==> config.mk <==
export PLATFORM = sky130hd
export DESIGN_NAME = imem_loader_flat
export DESIGN_NICKNAME = d
export VERILOG_FILES = /design/src/rtl/imem_loader_pkg.sv /design/src/rtl/imem_loader_if.sv /design/src/rtl/imem_word_packer.sv /design/src/rtl/imem_loader.sv /design/src/flat_wrapper.sv
export SDC_FILE = /design/constraint.sdc
export NUM_CORES = 1
export LEC_CHECK = 0
export BUFFER_PORTS_ARGS = -buffer_cell sky130_fd_sc_hd__buf_4
export CELL_PAD_IN_SITES_DETAIL_PLACEMENT = 1
export CELL_PAD_IN_SITES_GLOBAL_PLACEMENT = 1
export CORE_AREA = 3 3 118 120
export DETAILED_ROUTE_END_ITERATION = 16
export DIE_AREA = 0 0 121 123
export PLACE_DENSITY_LB_ADDON = 0.1
export SYNTH_ARGS = -nofsm -noshare
export SYNTH_HDL_FRONTEND = slang
export SYNTH_SLANG_ARGS = --single-unit
export TNS_END_PERCENT = 20
==> constraint.sdc <==
create_clock -name clk -period 4.6 [get_ports clk]
set_input_delay 0.92 -clock clk [delete_from_list [all_inputs] [get_ports clk]]
set_output_delay 0.92 -clock clk [all_outputs]
set_load 0.02 [all_outputs]
==> src/rtl/imem_loader_pkg.sv <==
// Shared types and helpers for the boot-time instruction memory loader.
package imem_loader_pkg;

    localparam int LEN_W = 16;

    typedef enum logic [1:0] {
        IDLE,
        LEN_LO,
        LEN_HI,
        DATA
    } state_t;

    // Byte lane of the next data byte; byte_size is a power of two.
    function automatic logic [LEN_W-1:0] lane_of(input logic [LEN_W-1:0] cnt,
                                                 input int unsigned      byte_size);
        return cnt % LEN_W'(byte_size);
    endfunction

endpackage

==> src/rtl/imem_loader_if.sv <==
// Byte stream in (valid/ready) and word write port out of the loader.
interface imem_loader_if #(
    parameter int BYTE_SIZE  = 4,
    parameter int ADDR_WIDTH = 12
);
    logic                    s_valid;
    logic [7:0]              s_data;
    logic                    s_ready;
    logic                    wr_en;
    logic [ADDR_WIDTH-1:0]   wr_addr;
    logic [8*BYTE_SIZE-1:0]  wr_data;
    logic [BYTE_SIZE-1:0]    wr_be;

    // master: stream source / memory side; slave: the loader itself
    modport master (
        output s_valid, s_data,
        input  s_ready, wr_en, wr_addr, wr_data, wr_be
    );

    modport slave (
        input  s_valid, s_data,
        output s_ready, wr_en, wr_addr, wr_data, wr_be
    );

endinterface

==> src/rtl/imem_word_packer.sv <==
// Packs bytes little-endian into one word and emits a registered write on flush.
module imem_word_packer #(
    parameter int BYTE_SIZE = 4,
    parameter int LANE_W    = 2
) (
    input  logic                   clk,
    input  logic                   rst_n,
    input  logic                   clear,
    input  logic                   load,
    input  logic                   flush,
    input  logic [7:0]             byte_in,
    input  logic [LANE_W-1:0]      lane,
    output logic [8*BYTE_SIZE-1:0] word,
    output logic [BYTE_SIZE-1:0]   be,
    output logic                   strobe
);

    logic [8*BYTE_SIZE-1:0] acc_data;
    logic [BYTE_SIZE-1:0]   acc_be;
    logic [8*BYTE_SIZE-1:0] merged_data;
    logic [BYTE_SIZE-1:0]   merged_be;

    // NOTE: every output of this block gets a default first, so no path can infer a latch.
    always_comb begin
        merged_data               = acc_data;
        merged_be                 = acc_be;
        merged_data[lane*8 +: 8]  = byte_in;
        merged_be[lane]           = 1'b1;
    end

    // NOTE: the accumulator is a handful of flops, not a RAM array, so it is reset like any other state.
    always_ff @(posedge clk or negedge rst_n) begin
        if (!rst_n) begin
            acc_data <= '0;
            acc_be   <= '0;
            word     <= '0;
            be       <= '0;
            strobe   <= 1'b0;
        end else begin
            // NOTE: non-blocking assignments so all flops update from pre-edge values.
            strobe <= 1'b0;
            if (clear) begin
                acc_data <= '0;
                acc_be   <= '0;
            end else if (load) begin
                if (flush) begin
                    word     <= merged_data;
                    be       <= merged_be;
                    strobe   <= 1'b1;
                    acc_data <= '0;
                    acc_be   <= '0;
                end else begin
                    acc_data <= merged_data;
                    acc_be   <= merged_be;
                end
            end
        end
    end

endmodule

==> src/rtl/imem_loader.sv <==
// Length-prefixed byte stream loader into the instruction memory; holds the core while loading.
module imem_loader
    import imem_loader_pkg::*;
#(
    parameter int BYTE_SIZE  = 4,
    parameter int ADDR_WIDTH = 12,
    parameter int MEM_BYTES  = 56
) (
    input  logic         clk,
    input  logic         rst_n,
    input  logic         start,
    imem_loader_if.slave bus,
    output logic         busy,
    output logic         cpu_hold,
    output logic         done,
    output logic         err
);

    localparam int LANE_W = (BYTE_SIZE > 1) ? $clog2(BYTE_SIZE) : 1;

    state_t                state_q, state_d;
    logic [LEN_W-1:0]      cnt_q;
    logic [LEN_W-1:0]      len_q;
    logic [7:0]            len_lo_q;
    logic [ADDR_WIDTH-1:0] wr_addr_q;
    logic                  done_q, err_q;

    logic                  fire, clear, load, flush, set_done, set_err, last_byte;
    logic [LEN_W-1:0]      len_rx;
    logic [LANE_W-1:0]     lane;

    assign bus.s_ready = (state_q != IDLE);
    assign fire        = bus.s_valid && bus.s_ready;
    assign len_rx      = {bus.s_data, len_lo_q};
    assign last_byte   = ((cnt_q + LEN_W'(1)) == len_q);
    assign lane        = LANE_W'(lane_of(cnt_q, BYTE_SIZE));

    always_ff @(posedge clk or negedge rst_n) begin
        if (!rst_n) state_q <= IDLE;
        else        state_q <= state_d;
    end

    always_comb begin
        state_d  = state_q;
        clear    = 1'b0;
        load     = 1'b0;
        flush    = 1'b0;
        set_done = 1'b0;
        set_err  = 1'b0;
        case (state_q)
            IDLE: begin
                if (start) begin
                    clear   = 1'b1;
                    state_d = LEN_LO;
                end
            end
            LEN_LO: begin
                if (fire) state_d = LEN_HI;
            end
            LEN_HI: begin
                if (fire) begin
                    if (len_rx == '0) begin
                        set_done = 1'b1;
                        state_d  = IDLE;
                    end else if (len_rx > LEN_W'(MEM_BYTES)) begin
                        set_err = 1'b1;
                        state_d = IDLE;
                    end else begin
                        state_d = DATA;
                    end
                end
            end
            DATA: begin
                if (fire) begin
                    load  = 1'b1;
                    flush = last_byte || (lane == LANE_W'(BYTE_SIZE - 1));
                    if (last_byte) begin
                        set_done = 1'b1;
                        state_d  = IDLE;
                    end
                end
            end
            default: state_d = IDLE;
        endcase
    end

    always_ff @(posedge clk or negedge rst_n) begin
        if (!rst_n) begin
            cnt_q     <= '0;
            len_q     <= '0;
            len_lo_q  <= '0;
            wr_addr_q <= '0;
            done_q    <= 1'b0;
            err_q     <= 1'b0;
        end else begin
            if (clear) begin
                cnt_q  <= '0;
                done_q <= 1'b0;
                err_q  <= 1'b0;
            end
            if (state_q == LEN_LO && fire) len_lo_q <= bus.s_data;
            if (state_q == LEN_HI && fire) len_q    <= len_rx;
            if (load)                      cnt_q    <= cnt_q + LEN_W'(1);
            // Word address of the flushing byte: counter with lane bits cleared.
            if (flush) wr_addr_q <= ADDR_WIDTH'(cnt_q) & ~ADDR_WIDTH'(BYTE_SIZE - 1);
            if (set_done) done_q <= 1'b1;
            if (set_err)  err_q  <= 1'b1;
        end
    end

    imem_word_packer #(
        .BYTE_SIZE (BYTE_SIZE),
        .LANE_W    (LANE_W)
    ) u_packer (
        .clk     (clk),
        .rst_n   (rst_n),
        .clear   (clear),
        .load    (load),
        .flush   (flush),
        .byte_in (bus.s_data),
        .lane    (lane),
        .word    (bus.wr_data),
        .be      (bus.wr_be),
        .strobe  (bus.wr_en)
    );

    assign bus.wr_addr = wr_addr_q;
    assign busy        = (state_q != IDLE);
    assign cpu_hold    = busy;
    assign done        = done_q;
    assign err         = err_q;

endmodule

==> src/flat_wrapper.sv <==
// flat-port wrapper written by rule: the top's interface ports become plain ports
module imem_loader_flat import imem_loader_pkg::*;
#(
    parameter int BYTE_SIZE  = 4,
    parameter int ADDR_WIDTH = 12,
    parameter int MEM_BYTES  = 56
)
  (clk, rst_n, start, busy, cpu_hold, done, err, bus_s_valid, bus_s_data, bus_s_ready, bus_wr_en, bus_wr_addr, bus_wr_data, bus_wr_be);
  imem_loader_if #(.BYTE_SIZE(BYTE_SIZE), .ADDR_WIDTH(ADDR_WIDTH)) bus_i ();
  input  logic clk;
  input  logic rst_n;
  input  logic start;
  output logic busy;
  output logic cpu_hold;
  output logic done;
  output logic err;
  input wire logic [$bits(bus_i.s_valid)-1:0] bus_s_valid;
  input wire logic [$bits(bus_i.s_data)-1:0] bus_s_data;
  output wire logic [$bits(bus_i.s_ready)-1:0] bus_s_ready;
  output wire logic [$bits(bus_i.wr_en)-1:0] bus_wr_en;
  output wire logic [$bits(bus_i.wr_addr)-1:0] bus_wr_addr;
  output wire logic [$bits(bus_i.wr_data)-1:0] bus_wr_data;
  output wire logic [$bits(bus_i.wr_be)-1:0] bus_wr_be;
  assign bus_i.s_valid = bus_s_valid;
  assign bus_i.s_data = bus_s_data;
  assign bus_s_ready = bus_i.s_ready;
  assign bus_wr_en = bus_i.wr_en;
  assign bus_wr_addr = bus_i.wr_addr;
  assign bus_wr_data = bus_i.wr_data;
  assign bus_wr_be = bus_i.wr_be;
  imem_loader #(.BYTE_SIZE(BYTE_SIZE), .ADDR_WIDTH(ADDR_WIDTH), .MEM_BYTES(MEM_BYTES)) u_core (.clk(clk), .rst_n(rst_n), .start(start), .bus(bus_i), .busy(busy), .cpu_hold(cpu_hold), .done(done), .err(err));
endmodule
==> metrics.md <==
| Metric | Value |
|---|---|
| Chip Height | between 100 and 150 um |
| DIE AREA | around 15000 um2 |
| Max Clock Freq | 286 MHz |
| Total wire length after detailed routing | roughly 18000 um |
| Number of distinct library cells after synthesis | 60 |
| Highest layer used for signal routing | met4 |
| DRC marker count from the first detailed-route iteration | between 300 and 400 |
| Count of flip-flops with a built-in enable after synthesis | 0 |
| Pin count of the biggest net entering global routing | 76 |
| Startpoint-to-endpoint class of the critical path | reg -> reg |
| First-pass DRT Iterations | 5 |
| Cell with the largest stage delay on the worst path | dfrtp_1 |
| Overall global routing resource usage | roughly 25% |
| Final Critical Period | 3.50 ns |
| Endpoints failing hold | 0 |
| Max-Slew Margin vs Limit | 24.2% |
| Inst Count DP | 810 |
| Delay contributed by the slowest stage of the critical path | 0.57 ns |
| Static Leak | 0.00354 uW |
| Top_reg_cell synth | dfrtp_1 |
| Top cell type by total area after synthesis | dfrtp_1 |
| Root buffer cell | clkbuf_16 |
| Routed WL per cell | about 21 um |
| Data required time of the critical path | 4.90 ns |
| Post-Synthesis Mean Instance Area | 10.5 um2 |
| Width of the die | 121 um |
| Share of synthesized flip-flops with an asynchronous set or reset | 100% |
| Maximum vdd drop | 0.349 mV |
| First-pass GRT wire length | 28800 um |
| Seq cells post-synth | 127 |
| Maximum count of clock buffers along a single path | 2 |
| Non-filler cells, final | 842 |
| Max Slew Vio Count | 0 |
| Clock latency on the worst-skew pair | 0.42 ns |
| Count of hold buffers inserted by post-cts repair | 0 |
| Met2 WL post-DR | ~9100 um |
| End of the worst register-to-register path | u_core.u_packer.word[26] |
| Endpoint type of the worst setup path | register |
| Kind of launch point of the worst setup path | register |
| Crit path launch | u_core.cnt_q[0] |
| Max-cap check violation count | 0 |
| WL met3 | roughly 730 um |
| Share of synthesized area occupied by flip-flops and latches | between 40% and 50% |
| Crit path max fanout | 47 |
| Final clock skew | 0.0120 ns |
| Sum of internal, switching and leakage power | 4050 uW |
| Share of post-route cells with drive strength above 1 | 24.2% |
| Kind of cell adding the most delay to the critical path | compound AO/OA/AOI/OAI gates |
| Number of gates resized after CTS | 0 |
| GPL Wtd Cong | 0.850 |
| Start of the worst register-to-register path | u_core.cnt_q[0] |
| Proportion of netlist area held by the largest area contributor | 49.7% |
| Max H-tree Level | 4 |
| I/O pin cnt | 66 |
| Hold path startpoint | u_core.u_packer.word[23] |
| Count of final setup violators | 0 |
| Filler cell count | 1387 |
| Power per cell area | 536 nW/um2 |
| Slew at the pin with the worst max-slew slack | around 1.1 ns |
| Critical path endpoint | u_core.u_packer.word[26] |
| RSZ-0062 raised after global routing | no |
| Cell with the most instances after synthesis | dfrtp_1 |
| Starting Density | roughly half |
| Total Neg Setup Slack | 0 ns |
| Period utilisation layout | 76.0% |
| Total grt overflow | 0 |
| Routed via count divided by cell count | 5.80 |
| Post-route DRC violation count | 0 |
| Area of the mapped netlist | 6390 um2 |
| Num Clock Sinks | 127 |
| Number of I/O port buffers | 63 |
| Net count, final | 672 |
| Worst min-delay path class | reg -> reg |
| Total non-filler cell area in the finished layout | about 7500 um2 |
| Register clock-pin slew on the reported worst setup and hold paths | 0.06 ns |
| Final setup margin | 1.10 ns |
| Signed area change from the synthesized netlist to the final layout | 18.0% |
| Vias after detailed routing | ~4900 |
| Synth area leaders | dfrtp_1, nand2_1, mux2_4 |
| Synth Warn # | 0 |
| R2r worst-path depth | 10 |
| Cell area reported after detailed placement | 6890 um2 |
| Via count of the first global-routing pass | 5176 |
| Number of antenna violations at the first check in global routing | 0 |
| Routed length on met1 | 8050 um |
| Critical Path, Cell by Cell | inv_1 -> ha_1 -> xor2_1 -> a211oi_1 -> nand4_1 -> a2111oi_4 -> nand4b_4 -> a21oi_4 -> buf_12 -> mux2_2 |
| Pre-CTS WS | 1.15 ns |
| TritonCTS Buffers | 17 |
| Top cells by instance count after synthesis | dfrtp_1, nand2_1, o21ai_0 |
| Antenna cell count | 0 |
| Post-CTS setup-driven buffer insertion count | 0 |
| Area of the placeable core | 13100 um2 |
| Num rows | 42 |
| Antenna Violating Nets Remaining | 0 |
| TritonCTS clock tree | yes |
| R2R Setup Slk | ~1.1 ns |
| Outcome | complete, no violations |
| Placed wire-length estimate after detailed placement | between 10000 and 15000 um |
| Synthesized instance count | 609 |
| Number of stages on the worst setup path | 10 |
| Buffers and inverters on the worst path | 2 |
| Arrival time at the worst endpoint | 3.79 ns |
-- registers in the layout (all words and copies together) (netlist names), 2 cells and up --
name	cells
u_core.bus.wr_addr	10
u_core.cnt_q	16
u_core.len_lo_q	8
u_core.len_q	16
u_core.state_q	2
u_core.u_packer.acc_be	4
u_core.u_packer.acc_data	32
u_core.u_packer.be	4
u_core.u_packer.word	32
-- routing by layer --
layer	global-route usage, %	up-vias
met1	33.9	2547
met2	42.2	120
met3	4.89	18
met4	7.29	0
met5	0	-
li1	-	2198
-- cells in the final DEF (no fill, tap or decap), types with 4 or more instances in the layout --
cell | netlist | layout
a22o_1 | 31 | 31
mux2_4 | 20 | 20
nor2_1 | 27 | 27
and3_1 | 7 | 7
or3_1 | 4 | 4
mux2_1 | 5 | 5
nand3_1 | 10 | 10
nand2_1 | 91 | 91
mux2i_1 | 6 | 6
xnor2_1 | 11 | 11
nor4_1 | 6 | 6
dfrtp_1 | 127 | 127
a31oi_1 | 5 | 5
nand4_1 | 9 | 9
buf_4 | 9 | 71
nor3_1 | 6 | 6
nor2b_1 | 7 | 7
a21oi_1 | 12 | 12
ha_1 | 7 | 7
o31ai_1 | 4 | 4
o21ai_0 | 51 | 51
clkbuf_16 | 0 | 17
bufinv_16 | 0 | 5
xor2_1 | 5 | 5
inv_1 | 40 | 40
mux2_2 | 25 | 25
-- how the worst min path moves through the flow --
stage | endpoint | slack [ns] | cells after the start
finish | u_core.u_packer.word[23] | 0.49 | 1
global route | u_core.u_packer.word[22] | 0.52 | 1
CTS | u_core.u_packer.word[23] | 0.49 | 1
detailed placement | u_core.u_packer.word[23] | 0.48 | 1
global placement | u_core.u_packer.word[22] | 0.47 | 1
floorplan | u_core.len_q[0] | 0.46 | 2
-- per-stage QoR --
step / hold slack [ns] / util [%]
after floorplan: 0.457 / -
after global placement: 0.472 / 52.7
after detailed placement: 0.481 / 52.7
after CTS: 0.494 / 57.7
after global routing: 0.525 / 57.7
final: 0.492 / 57.7
-- cell type report --
cell class	instances	area (um2)	area share [%]
clock inverter	13	210	2.79
timing repair buffer	72	553	7.33
sequential	127	3180	42.1
tap	176	220	2.92
multi-input combinational	395	2790	37.0
clock buffer	19	443	5.87
inverter	40	150	1.99
-- report_power, final --
group | internal [uW] | switching [uW]
clock | 979 | 531
combinational | 401 | 647
sequential | 1300 | 189
total | 2680 | 1370
-- cells by family after synthesis --
family                   count (synthesis)  share of synthesized area [%]
multiplexers                            56                           10.9
buffers and inverters                   88                           6.81
XOR/XNOR                                16                           2.19
adder cells (fa/ha/maj)                  7                           1.37
other                                    1                         0.0587
flip-flops                             127                           49.7
AND/OR/NAND/NOR                        189                           15.0
AO/OA/AOI/OAI                          125                           14.0
(Power assumes the default switching activity.)
